## config.mk

```make
export PLATFORM = sky130hd
export DESIGN_NAME = bfp_expand
export DESIGN_NICKNAME = d
export VERILOG_FILES = /design/src/rtl/bfp_expand.sv
export SDC_FILE = /design/constraint.sdc
export NUM_CORES = 1
export LEC_CHECK = 0
export ABC_AREA = 1
export ABC_CLOCK_PERIOD_IN_PS = 2300
export CAP_MARGIN = 10
export CORE_UTILIZATION = 35
export CTS_CLUSTER_DIAMETER = 120
export DETAILED_ROUTE_END_ITERATION = 10
export PLACE_DENSITY = 0.66
export RECOVER_POWER = 25
export SLEW_MARGIN = 20
export SYNTH_ARGS = -nofsm -noshare
export SYNTH_HDL_FRONTEND = slang
export SYNTH_SLANG_ARGS = --single-unit
export TNS_END_PERCENT = 100
```

## constraint.sdc

```tcl
create_clock -name clk -period 2.3 [get_ports clk]
set_input_delay 0.46 -clock clk [delete_from_list [all_inputs] [get_ports clk]]
set_output_delay 0.46 -clock clk [all_outputs]
set_load 0.1 [all_outputs]
```

## src/rtl/bfp_expand.sv

```systemverilog
// bfp_expand -- block-floating-point expander.
//
// Frames of narrow signed fixed-point samples that share one exponent are
// restored to a wide signed fixed-point format. Each sample is realigned
// to the output binary point, shifted left by the frame exponent, and
// saturated to the output width. Samples that saturate are flagged.
//
// Ports:
//   clk          single clock
//   rst          asynchronous, active-high reset
//   exp          frame exponent (left-shift amount), unsigned
//   exp_valid    exponent strobe; accepted only between frames
//   din          input sample, signed, DIN_POINT fractional bits
//   din_valid    sample strobe
//   dout         expanded sample, signed, DOUT_POINT fractional bits
//   dout_valid   dout strobe; two cycles after din_valid
//   frame_start  high with dout_valid on the first sample of a frame
//   warning      0 ok, 1 positive saturation, 2 negative saturation
//   frame_err    one-cycle pulse on a protocol error (stray sample or
//                stray exponent)
module bfp_expand #(
    parameter int DIN_WIDTH  = 8,
    parameter int DIN_POINT  = 7,
    parameter int DOUT_WIDTH = 16,
    parameter int DOUT_POINT = 10,
    parameter int EXP_WIDTH  = 4,
    parameter int FRAME_LEN  = 64
) (
    input  logic                  clk,
    input  logic                  rst,
    input  logic [EXP_WIDTH-1:0]  exp,
    input  logic                  exp_valid,
    input  logic [DIN_WIDTH-1:0]  din,
    input  logic                  din_valid,
    output logic [DOUT_WIDTH-1:0] dout,
    output logic                  dout_valid,
    output logic                  frame_start,
    output logic [1:0]            warning,
    output logic                  frame_err
);

    localparam int PAD   = DOUT_POINT - DIN_POINT;
    // Wide enough that the largest shift never drops a significant bit.
    localparam int W     = DIN_WIDTH + PAD + (2 ** EXP_WIDTH) - 1;
    // Comparison width: holds both the shifted value and the output limits.
    localparam int XW    = ((W > DOUT_WIDTH) ? W : DOUT_WIDTH) + 1;
    localparam int CNT_W = (FRAME_LEN > 1) ? $clog2(FRAME_LEN) : 1;
    localparam logic [CNT_W-1:0] LAST = CNT_W'(FRAME_LEN - 1);

    localparam logic signed [XW-1:0] SAT_MAX =
        {{(XW - DOUT_WIDTH + 1){1'b0}}, {(DOUT_WIDTH - 1){1'b1}}};
    localparam logic signed [XW-1:0] SAT_MIN =
        {{(XW - DOUT_WIDTH + 1){1'b1}}, {(DOUT_WIDTH - 1){1'b0}}};

    // Returns {warning, dout}.
    function automatic logic [DOUT_WIDTH+1:0] saturate(input logic signed [W-1:0] s);
        logic signed [XW-1:0] sx;
        sx = XW'(s);
        if (sx > SAT_MAX)
            return {2'd1, SAT_MAX[DOUT_WIDTH-1:0]};
        else if (sx < SAT_MIN)
            return {2'd2, SAT_MIN[DOUT_WIDTH-1:0]};
        else
            return {2'd0, sx[DOUT_WIDTH-1:0]};
    endfunction

    typedef enum logic {WAIT_EXP, RUN} state_t;

    state_t               state, state_nx;
    logic [CNT_W-1:0]     cnt, cnt_nx;
    logic [EXP_WIDTH-1:0] exp_q, exp_nx;
    logic [EXP_WIDTH-1:0] shift_amt;
    logic                 accept;
    logic                 first;
    logic                 err;

    always_ff @(posedge clk or posedge rst) begin
        if (rst) begin
            state <= WAIT_EXP;
            cnt   <= '0;
            exp_q <= '0;
        end else begin
            state <= state_nx;
            cnt   <= cnt_nx;
            exp_q <= exp_nx;
        end
    end

    always_comb begin
        state_nx  = state;
        cnt_nx    = cnt;
        exp_nx    = exp_q;
        shift_amt = exp_q;
        accept    = 1'b0;
        first     = 1'b0;
        err       = 1'b0;
        case (state)
            WAIT_EXP: begin
                // A sample arriving with its exponent uses it immediately.
                shift_amt = exp;
                if (exp_valid) begin
                    exp_nx   = exp;
                    cnt_nx   = '0;
                    state_nx = RUN;
                    if (din_valid) begin
                        accept = 1'b1;
                        first  = 1'b1;
                        if (FRAME_LEN == 1)
                            state_nx = WAIT_EXP;
                        else
                            cnt_nx = CNT_W'(1);
                    end
                end else if (din_valid) begin
                    err = 1'b1;
                end
            end
            RUN: begin
                err = exp_valid;
                if (din_valid) begin
                    accept = 1'b1;
                    first  = (cnt == '0);
                    if (cnt == LAST) begin
                        state_nx = WAIT_EXP;
                        cnt_nx   = '0;
                    end else begin
                        cnt_nx = cnt + CNT_W'(1);
                    end
                end
            end
            default: state_nx = WAIT_EXP;
        endcase
    end

    // Stage 1: align to the output binary point and apply the exponent.
    logic signed [DIN_WIDTH-1:0] din_s;
    logic signed [W-1:0]         aligned;
    logic signed [W-1:0]         shifted_p1;
    logic                        vld_p1;
    logic                        first_p1;

    assign din_s   = din;
    assign aligned = W'(din_s) <<< PAD;

    always_ff @(posedge clk) begin
        if (accept)
            shifted_p1 <= aligned <<< shift_amt;
    end

    always_ff @(posedge clk or posedge rst) begin
        if (rst) begin
            vld_p1    <= 1'b0;
            first_p1  <= 1'b0;
            frame_err <= 1'b0;
        end else begin
            vld_p1    <= accept;
            first_p1  <= first;
            frame_err <= err;
        end
    end

    // Stage 2: saturate and register outputs; dout/warning hold between samples.
    always_ff @(posedge clk or posedge rst) begin
        if (rst) begin
            dout_valid  <= 1'b0;
            frame_start <= 1'b0;
            dout        <= '0;
            warning     <= 2'd0;
        end else begin
            dout_valid  <= vld_p1;
            frame_start <= vld_p1 & first_p1;
            if (vld_p1)
                {warning, dout} <= saturate(shifted_p1);
        end
    end

endmodule

```

* Yosys cells after proc, flatten, opt, wreduce, memory -nomap -nowiden
Index checks and enable logic that the tools add are counted.
Storage, ports and cells: bits in latches 0, input port bits 16, memories 0, register bits after elaboration 60, memory bits (writable) 0, ROM bits 0
Cells by class: bitwise operators 2, $mul 0, shifts and indexed selects 1, equality and inequality tests 3, $add $sub $neg 1, magnitude comparators 2, div/mod/pow operators 0, muxes and demuxes 19, reductions and logical operators 3
Operators with widths (number):
- 18-bit 2-to-1 mux | 2
- 26-bit by 16-bit > comparator with 1-bit output (second input constant) | 1
- 26-bit by 16-bit < comparator with 1-bit output (second input constant) | 1
- 11-bit by 4-bit <<< shifter with 26-bit output | 1
- 6-bit 2-to-1 mux | 3
- 6-bit one-hot mux with 2 select lines | 1
- 1-bit 2-to-1 mux | 8
- 1-bit one-hot mux with 2 select lines | 4
- 6-bit by 1-bit adder with 6-bit output (second input constant) | 1
- 6-bit == test (second input constant) | 1
- 6-bit zero test | 1
- 4-bit 2-to-1 mux | 1
- 2-bit != test (second input constant) | 2
- 2-bit AND reduction | 2
- 1-bit AND | 1
- 1-bit inverter | 1

* Longest topological paths before layout
Gate-level depths: netlist (run 1).
depth in word-level cells 4, depth in mapped cells 9, gate-level depth less buffers 9

* Worst setup path after synthesis (run 1)
Ideal clock, no wire load.
path kind flip-flop to output port, from reg dout[2] (netlist name), to out dout[1], data arrival time 1.373 ns, path slack 0.467 ns, path buffers 1, data required time 1.840 ns, cell stages (with the launch flop) 2, cell sequence dfrtp_1 > buf_4
RTL lines:
- end: declaration | RTL line 35 | output logic [DOUT_WIDTH-1:0] dout,

* Worst setup path after layout (run 1)
from in exp[0], to reg shifted_p1[15] (data pin)
Between the ends: cells in the longest elaborated chain, start to end 2
Ends and longest elaborated chain:
- start: declaration | RTL line 31 | input logic [EXP_WIDTH-1:0] exp,
- 4-bit 2-to-1 mux | RTL line 97 | case (state)
- 11-bit by 4-bit <<< shifter with 26-bit output | RTL line 146 | shifted_p1 <= aligned <<< shift_amt;
- end signal: assignment | RTL line 146
- end: declaration | RTL line 137 | logic signed [W-1:0] shifted_p1;
No other way between the ends. A chain may end at the register's enable or synchronous reset.

==> qor.yml, run 1 <==
synthesis:
  synth_seq_cells: 54
  synthCells: 349
  synth_common_cells: "133 x nand2_1, 51 x nand3_1, 41 x inv_1"
  synthFlopType: "dfrtp_1"
  yosys.area.top_type: "dfrtp_1"
  ys_types: 29
  synth_nets: 367
  ys_seq_area_share_pct: 52.2
  synthTopCellsByArea: "dfrtp_1 28%, edfxtp_1 25%, nand2_1 18%, nand3_1 9.1%, inv_1 5.5%"
  synth_top_cell_area_share_pct: 27.6
  synthArstFlopShare_pct: 57.4
  syn_avg_cell_area_um2: 8.06
  synth-edff-count: 23
  yosysMostFrequentCell: "nand2_1"
  yosys_warnings: 0
  syn_area_um2: 2810
worst_setup_path:
  r2r_slack_ns: 0.69
  reg2reg_to: "shifted_p1[15]"
  crit_path_max_fanout: 10
  critPathCaptureType: "flip-flop"
  rr_worst_depth: 9
  cp_data_required_time_ns: 2.36
  start_kind: "primary input"
  crit_arrival_ns: 1.74
  critical_path_class: "in2reg"
  r2r_start: "state"
worst_hold_path:
  whs_path_depth: 2
  min_path_type: "reg2reg"
  min_from: "first_p1"
  hold_path_end: "frame_start"
final_layout:
  final_cell_area_um2: 3360
  num_antenna_cells: 0
  fin_util_pct: 43.3
  instances_no_fill: 492
  area_delta_synth_final_pct: 19.5
  multi_input_area_um2: 1100
  drive_above_1_share_pct: 12.3
  seq_area_um2: 1470
  nets: 407
  fill_cells: 793
timing:
  worst_slew_pin_slew_ns: 0.740
  whs_ns: 0.443
  rsz0062_at_grt: "false"
  max_freq_ghz: 0.597
  clock_skew_ns: 0.00903
  hold_viol: 0
  finalWorstSetupSlack_ns: 0.626
  drv_slew: 0
  setup_violations: 0
  tns_ns: 0
  slew_headroom_pct: 50.6
  fin_crit_ns: 1.67
  finalCritPeriodShare_pct: 72.8
global_route:
  grt.total_usage_pct: 14.4
  grt.overflow.total: 0
  grt_first_pass_wirelength_mm: 9.85
  grt_antenna_before_repair: 0
  grt_pass1_vias: 2251
  grt_max_degree: 32
floorplan:
  die_area_um2: 8400
  chipWidth_um: 91.6
  die_h_um: 91.6
  rows: 32
  io_pins: 37
  core_area_um2: 7770
  start_util_pct: 36.2
clocking:
  clockBufferDepth: 2
  tritoncts: "built"
  cts_buffers: 5
  cts_sinks: 54
  postCtsSetupBuffers: 0
  cts_root_buf: "clkbuf_8"
  insertion_delay_ns: 0.31
  clk_pin_slew_ns: 0.10
  cts.htree.levels: 2
  cts-hold-fix-buffers: 0
  cts_resized: 0
drt:
  wl_met3_um: 249
  wl_mm: 5.52
  drtIter0Drc: 117
  drtPass1Iterations: 4
  highest_layer: "met4"
  ant_nets: 0
  route.detailed.drc: 0
  wl_met1_mm: 2.70
  met2_length_mm: 2.47
  vias: 2319
  avgRoutedWirePerCell_um: 11.2
  viasPerCell: 4.71
status:
  status: "finished clean"
power:
  peakVddDrop_mv: 0.228
  leakage_nw: 1.67
  power_density_nw_per_um2: 751
  finalPower_mw: 2.52
place:
  post_dp_cell_area_um2: 3240
  dp_hpwl_mm: 4.28
  place_inst: 484
  gp_congestion: 0.930
  port_buffers: 36
  dp_slack_ns: 0.316
job:
  maxCapViolations: 0
-- worst max path at each step --
stage,start,endpoint,slack (ns),cells after the start
after floorplan,dout[2],dout[1],0.47,1
after global placement,exp[0],shifted_p1[17],0.33,8
after detailed placement,exp[0],shifted_p1[16],0.32,8
after CTS,exp[1],shifted_p1[16],0.66,8
after global routing,exp[0],shifted_p1[15],0.49,10
final,exp[0],shifted_p1[15],0.63,9
-- registers in the layout (all words and copies together) (netlist names), 4 cells and up --
signal,flops
dout,14
exp_q,4
shifted_p1,23
cnt,6
-- kinds of logic after synthesis --
group | after synthesis | synth area share (%)
xor+xnor | 2 | 0.623
flops | 54 | 52.2
compound gates | 23 | 5.56
fa+ha+maj | 2 | 0.890
buf+inv | 54 | 8.54
simple gates | 214 | 32.2
-- critical path, stage by stage --
cell and delay [ns]:
clkdlybuf4s50_1 0.46, nand2_2 0.21, nand3_1 0.13, nand3_1 0.14, nand2_1 0.07, nand2_1 0.06, nand2_1 0.06, nand2_1 0.09
nand2_1 0.05
-- placed cells by master (no fill, tap or decap) --
cell and instances:
o21ai_0 10, dfrtp_1 31, o211ai_1 1, nor3_1 3, inv_1 41, nand2_2 2, nand3_2 2, nor2_1 18
ha_1 2, a21oi_1 3, nand2_4 1, o21ai_1 1, o21ai_2 2, buf_4 28, clkinvlp_4 1, bufinv_16 1
xor2_1 2, clkdlybuf4s50_1 14, o21ai_4 2, inv_2 1, dlygate4sd3_1 1, nand3_1 51, inv_8 1, o22ai_1 2
nand4_1 2, o21bai_1 1, nand2_1 133, buf_12 1, nor4_1 1, clkbuf_8 5, o41ai_1 1, and3_1 1
edfxtp_1 23, clkbuf_2 1
-- power by group --
group,total (mW),internal [mW],switching [mW]
logic,0.682,0.186,0.496
registers,1.20,1.12,0.0731
clock network,0.645,0.332,0.314
-- per-layer routing --
layer	GRT usage, %	up-vias
met5	0	-
met4	5.56	0
met3	2.57	11
met2	23.2	71
met1	19.4	1044
li1	-	1193
-- area by class of cell --
class                           count  area share [%]
Clock inverter                      3            1.45
Multi-Input combinational cell    241            32.9
Inverter                           42            4.69
Sequential cell                    54            43.7
Clock buffer                        5            2.05
Timing Repair Buffer               45            11.5
Tap cell                          102            3.80
Note: power is estimated with default switching activity, not from simulation.
==> run 2: changes to the inputs <==
--- a/config.mk
+++ b/config.mk
@@ -6,7 +6,7 @@
 export NUM_CORES = 1
 export LEC_CHECK = 0
 export ABC_AREA = 1
-export ABC_CLOCK_PERIOD_IN_PS = 2300
+export ABC_CLOCK_PERIOD_IN_PS = 1650
 export CAP_MARGIN = 10
 export CORE_UTILIZATION = 35
 export CTS_CLUSTER_DIAMETER = 120
==> constraint.sdc (replaced) <==
create_clock -name clk -period 1.65 [get_ports clk]
set_input_delay 0.33 -clock clk [delete_from_list [all_inputs] [get_ports clk]]
set_output_delay 0.33 -clock clk [all_outputs]
set_load 0.1 [all_outputs]
==> run 2 against run 1 <==
Utilization rose by 5.0 points. Combinational power rose by 61%. Worst setup slack got worse by 0.51 ns. Flip-flop and latch count did not move. Clock power rose by 18%. Die area did not move. Wire length rose by 4.2%. Count of clock-buffer cells in the layout did not move. Final cell count rose by 2.4%. Sequential share of layout area fell by 4.5 points. Total power rose by 41%. Largest cell class unchanged. Largest power group unchanged. Highest routed layer unchanged.
==> qor.yml, run 2 (synthesis gave the netlist of run 1 again) <==
drt:
  ant_nets: 0  # unchanged
  drtPass1Iterations: 4  # unchanged
  wl_mm: 5.75  # +4.2%
  avgRoutedWirePerCell_um: 11.4  # +1.7%
  drtIter0Drc: 154  # +32%
  viasPerCell: 4.58  # -2.8%
  route.detailed.drc: 0  # unchanged
  vias: 2310  # -0.39%
place:
  dp_hpwl_mm: 4.43  # +3.6%
  post_dp_cell_area_um2: 3600  # +11%
  dp_slack_ns: -0.183  # -0.499 ns
  gp_congestion: 0.899  # -3.4%
  port_buffers: 36  # unchanged
worst_setup_path:
  cp_data_required_time_ns: 1.72  # -0.64 ns
  critical_path_class: "reg2reg"
  critPathCaptureType: "flip-flop"
  crit_arrival_ns: 1.61  # -0.13 ns
  crit_chain: "buf_6 > o21ai_2 > buf_4 > nand3_1 > nand3_1 > nand2_1 > nand2_1 > nand2_1"
  max_stage_delay_ns: 0.42  # -0.04 ns
  start_kind: "flip-flop"
  crit_top_cell: "nand2_1"
  crit_path_max_fanout: 6  # -4
  crit_slowest_cell: "dfrtp_1"
final_layout:
  num_antenna_cells: 0  # unchanged
  multi_input_area_um2: 1150  # +4.4%
  nets: 419  # +2.9%
  largest_reg_flops: 23  # unchanged
  fin_util_pct: 48.2  # +5.0 points
  final_cell_area_um2: 3750  # +12%
  final_cell_mix: "131 x nand2_1, 46 x nand3_1, 40 x inv_1"
  fill_cells: 747  # -5.8%
  area_delta_synth_final_pct: 33.2
  final_common_cell: "nand2_1"
  seq_area_um2: 1470  # about the same
  largest_register: "shifted_p1"
  reg_top3: "shifted_p1 (23), dout (14), cnt (6)"
  drive_above_1_share_pct: 17.2  # +4.9 points
timing:
  slew_headroom_pct: 49.0  # -1.6 points
  tns_ns: 0  # unchanged
  worst_slew_pin_slew_ns: 0.765  # +0.0247 ns
  fin_crit_ns: 1.54
  setup_violations: 0  # unchanged
  hold_viol: 0  # unchanged
  rsz0062_at_grt: "false"
  clock_skew_ns: 0.0156  # +0.00657 ns
  finalWorstSetupSlack_ns: 0.114  # -0.511 ns
  drv_slew: 0  # unchanged
  max_freq_ghz: 0.651
  finalCritPeriodShare_pct: 93.1
global_route:
  grt_max_degree: 32  # unchanged
  grt.overflow.total: 0  # unchanged
  grt_pass1_vias: 2129  # -5.4%
  grt_antenna_before_repair: 0  # unchanged
  grt_first_pass_wirelength_mm: 9.96  # +1.1%
  grt.total_usage_pct: 14.8  # +0.32 points
clocking:
  cts_sinks: 54  # unchanged
  cts_buffers: 5  # unchanged
  cts_root_buf: "clkbuf_8"
  clockBufferDepth: 2  # unchanged
  clk_pin_slew_ns: 0.11  # about the same
  insertion_delay_ns: 0.31  # about the same
  cts.htree.levels: 2  # unchanged
  tritoncts: "built"
floorplan:
  start_util_pct: 36.2  # unchanged
  die_area_um2: 8400  # unchanged
  chipWidth_um: 91.6  # unchanged
  io_pins: 37  # unchanged
  die_h_um: 91.6  # unchanged
  rows: 32  # unchanged
  core_area_um2: 7770  # unchanged
power:
  leakage_nw: 1.83  # +9.4%
  finalPower_mw: 3.56  # +41%
  peakVddDrop_mv: 0.363  # +60%
  power_density_nw_per_um2: 951  # +27%
job:
  maxCapViolations: 0  # unchanged
worst_hold_path:
  min_path_type: "in2reg"
status:
  status: "finished clean"
run 2: cell types whose count changed in the layout (fill, tap and decap cells not counted), moves of 2 or more:
cell and delta:
nand2_1 -2, buf_6 +2, nand3_2 +5, buf_12 +21, nand3_1 -5, buf_4 -11
run 2: path summary, 6_finish.rpt:
| kind | start | end | slack [ns] | cells after the start |
|---|---|---|---|---|
| setup / recovery | state | shifted_p1[14] | 0.11 | 8 |
| hold / removal | exp[0] | exp_q[0] | 0.34 | 3 |
| setup reg to reg | state | shifted_p1[14] | 0.11 | 8 |
| hold reg to reg | first_p1 | frame_start | 0.44 | 2 |
| max in group asynchronous | rst | dout[2] | 0.46 | 3 |
| min in group asynchronous | rst | dout[7] | 0.66 | 3 |
run 2: area by class of cell:
class	count	share of cell area, %
clock buffer	5	1.84
sequential	54	39.2
clock inverter	3	0.601
multi-input combinational	241	30.8
tap	102	3.41
timing repair buffer	57	20.0
inverter	42	4.21
run 2: power by group:
part | switching [mW] | total [mW] | internal (mW) | leakage [nW]
Clock | 0.454 | 0.760 | 0.306 | 0.0451
Sequential | 0.132 | 1.70 | 1.57 | 0.612
Combinational | 0.700 | 1.10 | 0.403 | 1.17
Total | 1.29 | 3.56 | 2.28 | 1.83
run 2: what timing repair did:
item | 4_1_cts | 5_1_grt
buffers inserted | 0 | 0
hold buffers | 0 | 0
resized for setup | 0 | 13
setup endpoints to repair | 0 | 21
run 2: routing by layer:
metal,global-route usage [%],up-vias,routed length (µm)
met5,0,-,0
met2,23.2,60,2630
met3,2.49,7,227
met1,20.6,1019,2800
met4,5.16,0,86
li1,-,1224,-
run 2: critical path: cells and delay by family, from the launching register on:
family / cells / cell delay [ns]
AND/OR/NAND/NOR: 5 / 0.40
flip-flops: 1 / 0.42
buffers and inverters: 2 / 0.31
AO/OA/AOI/OAI: 1 / 0.17
run 2: per-stage QoR:
step           instances  hold WS (ns)
6_report             504         0.341
5_1_grt              504         0.382
4_1_cts              504         0.403
3_5_place_dp         496         0.420
3_3_place_gp         496         0.425
2_1_floorplan        349         0.413
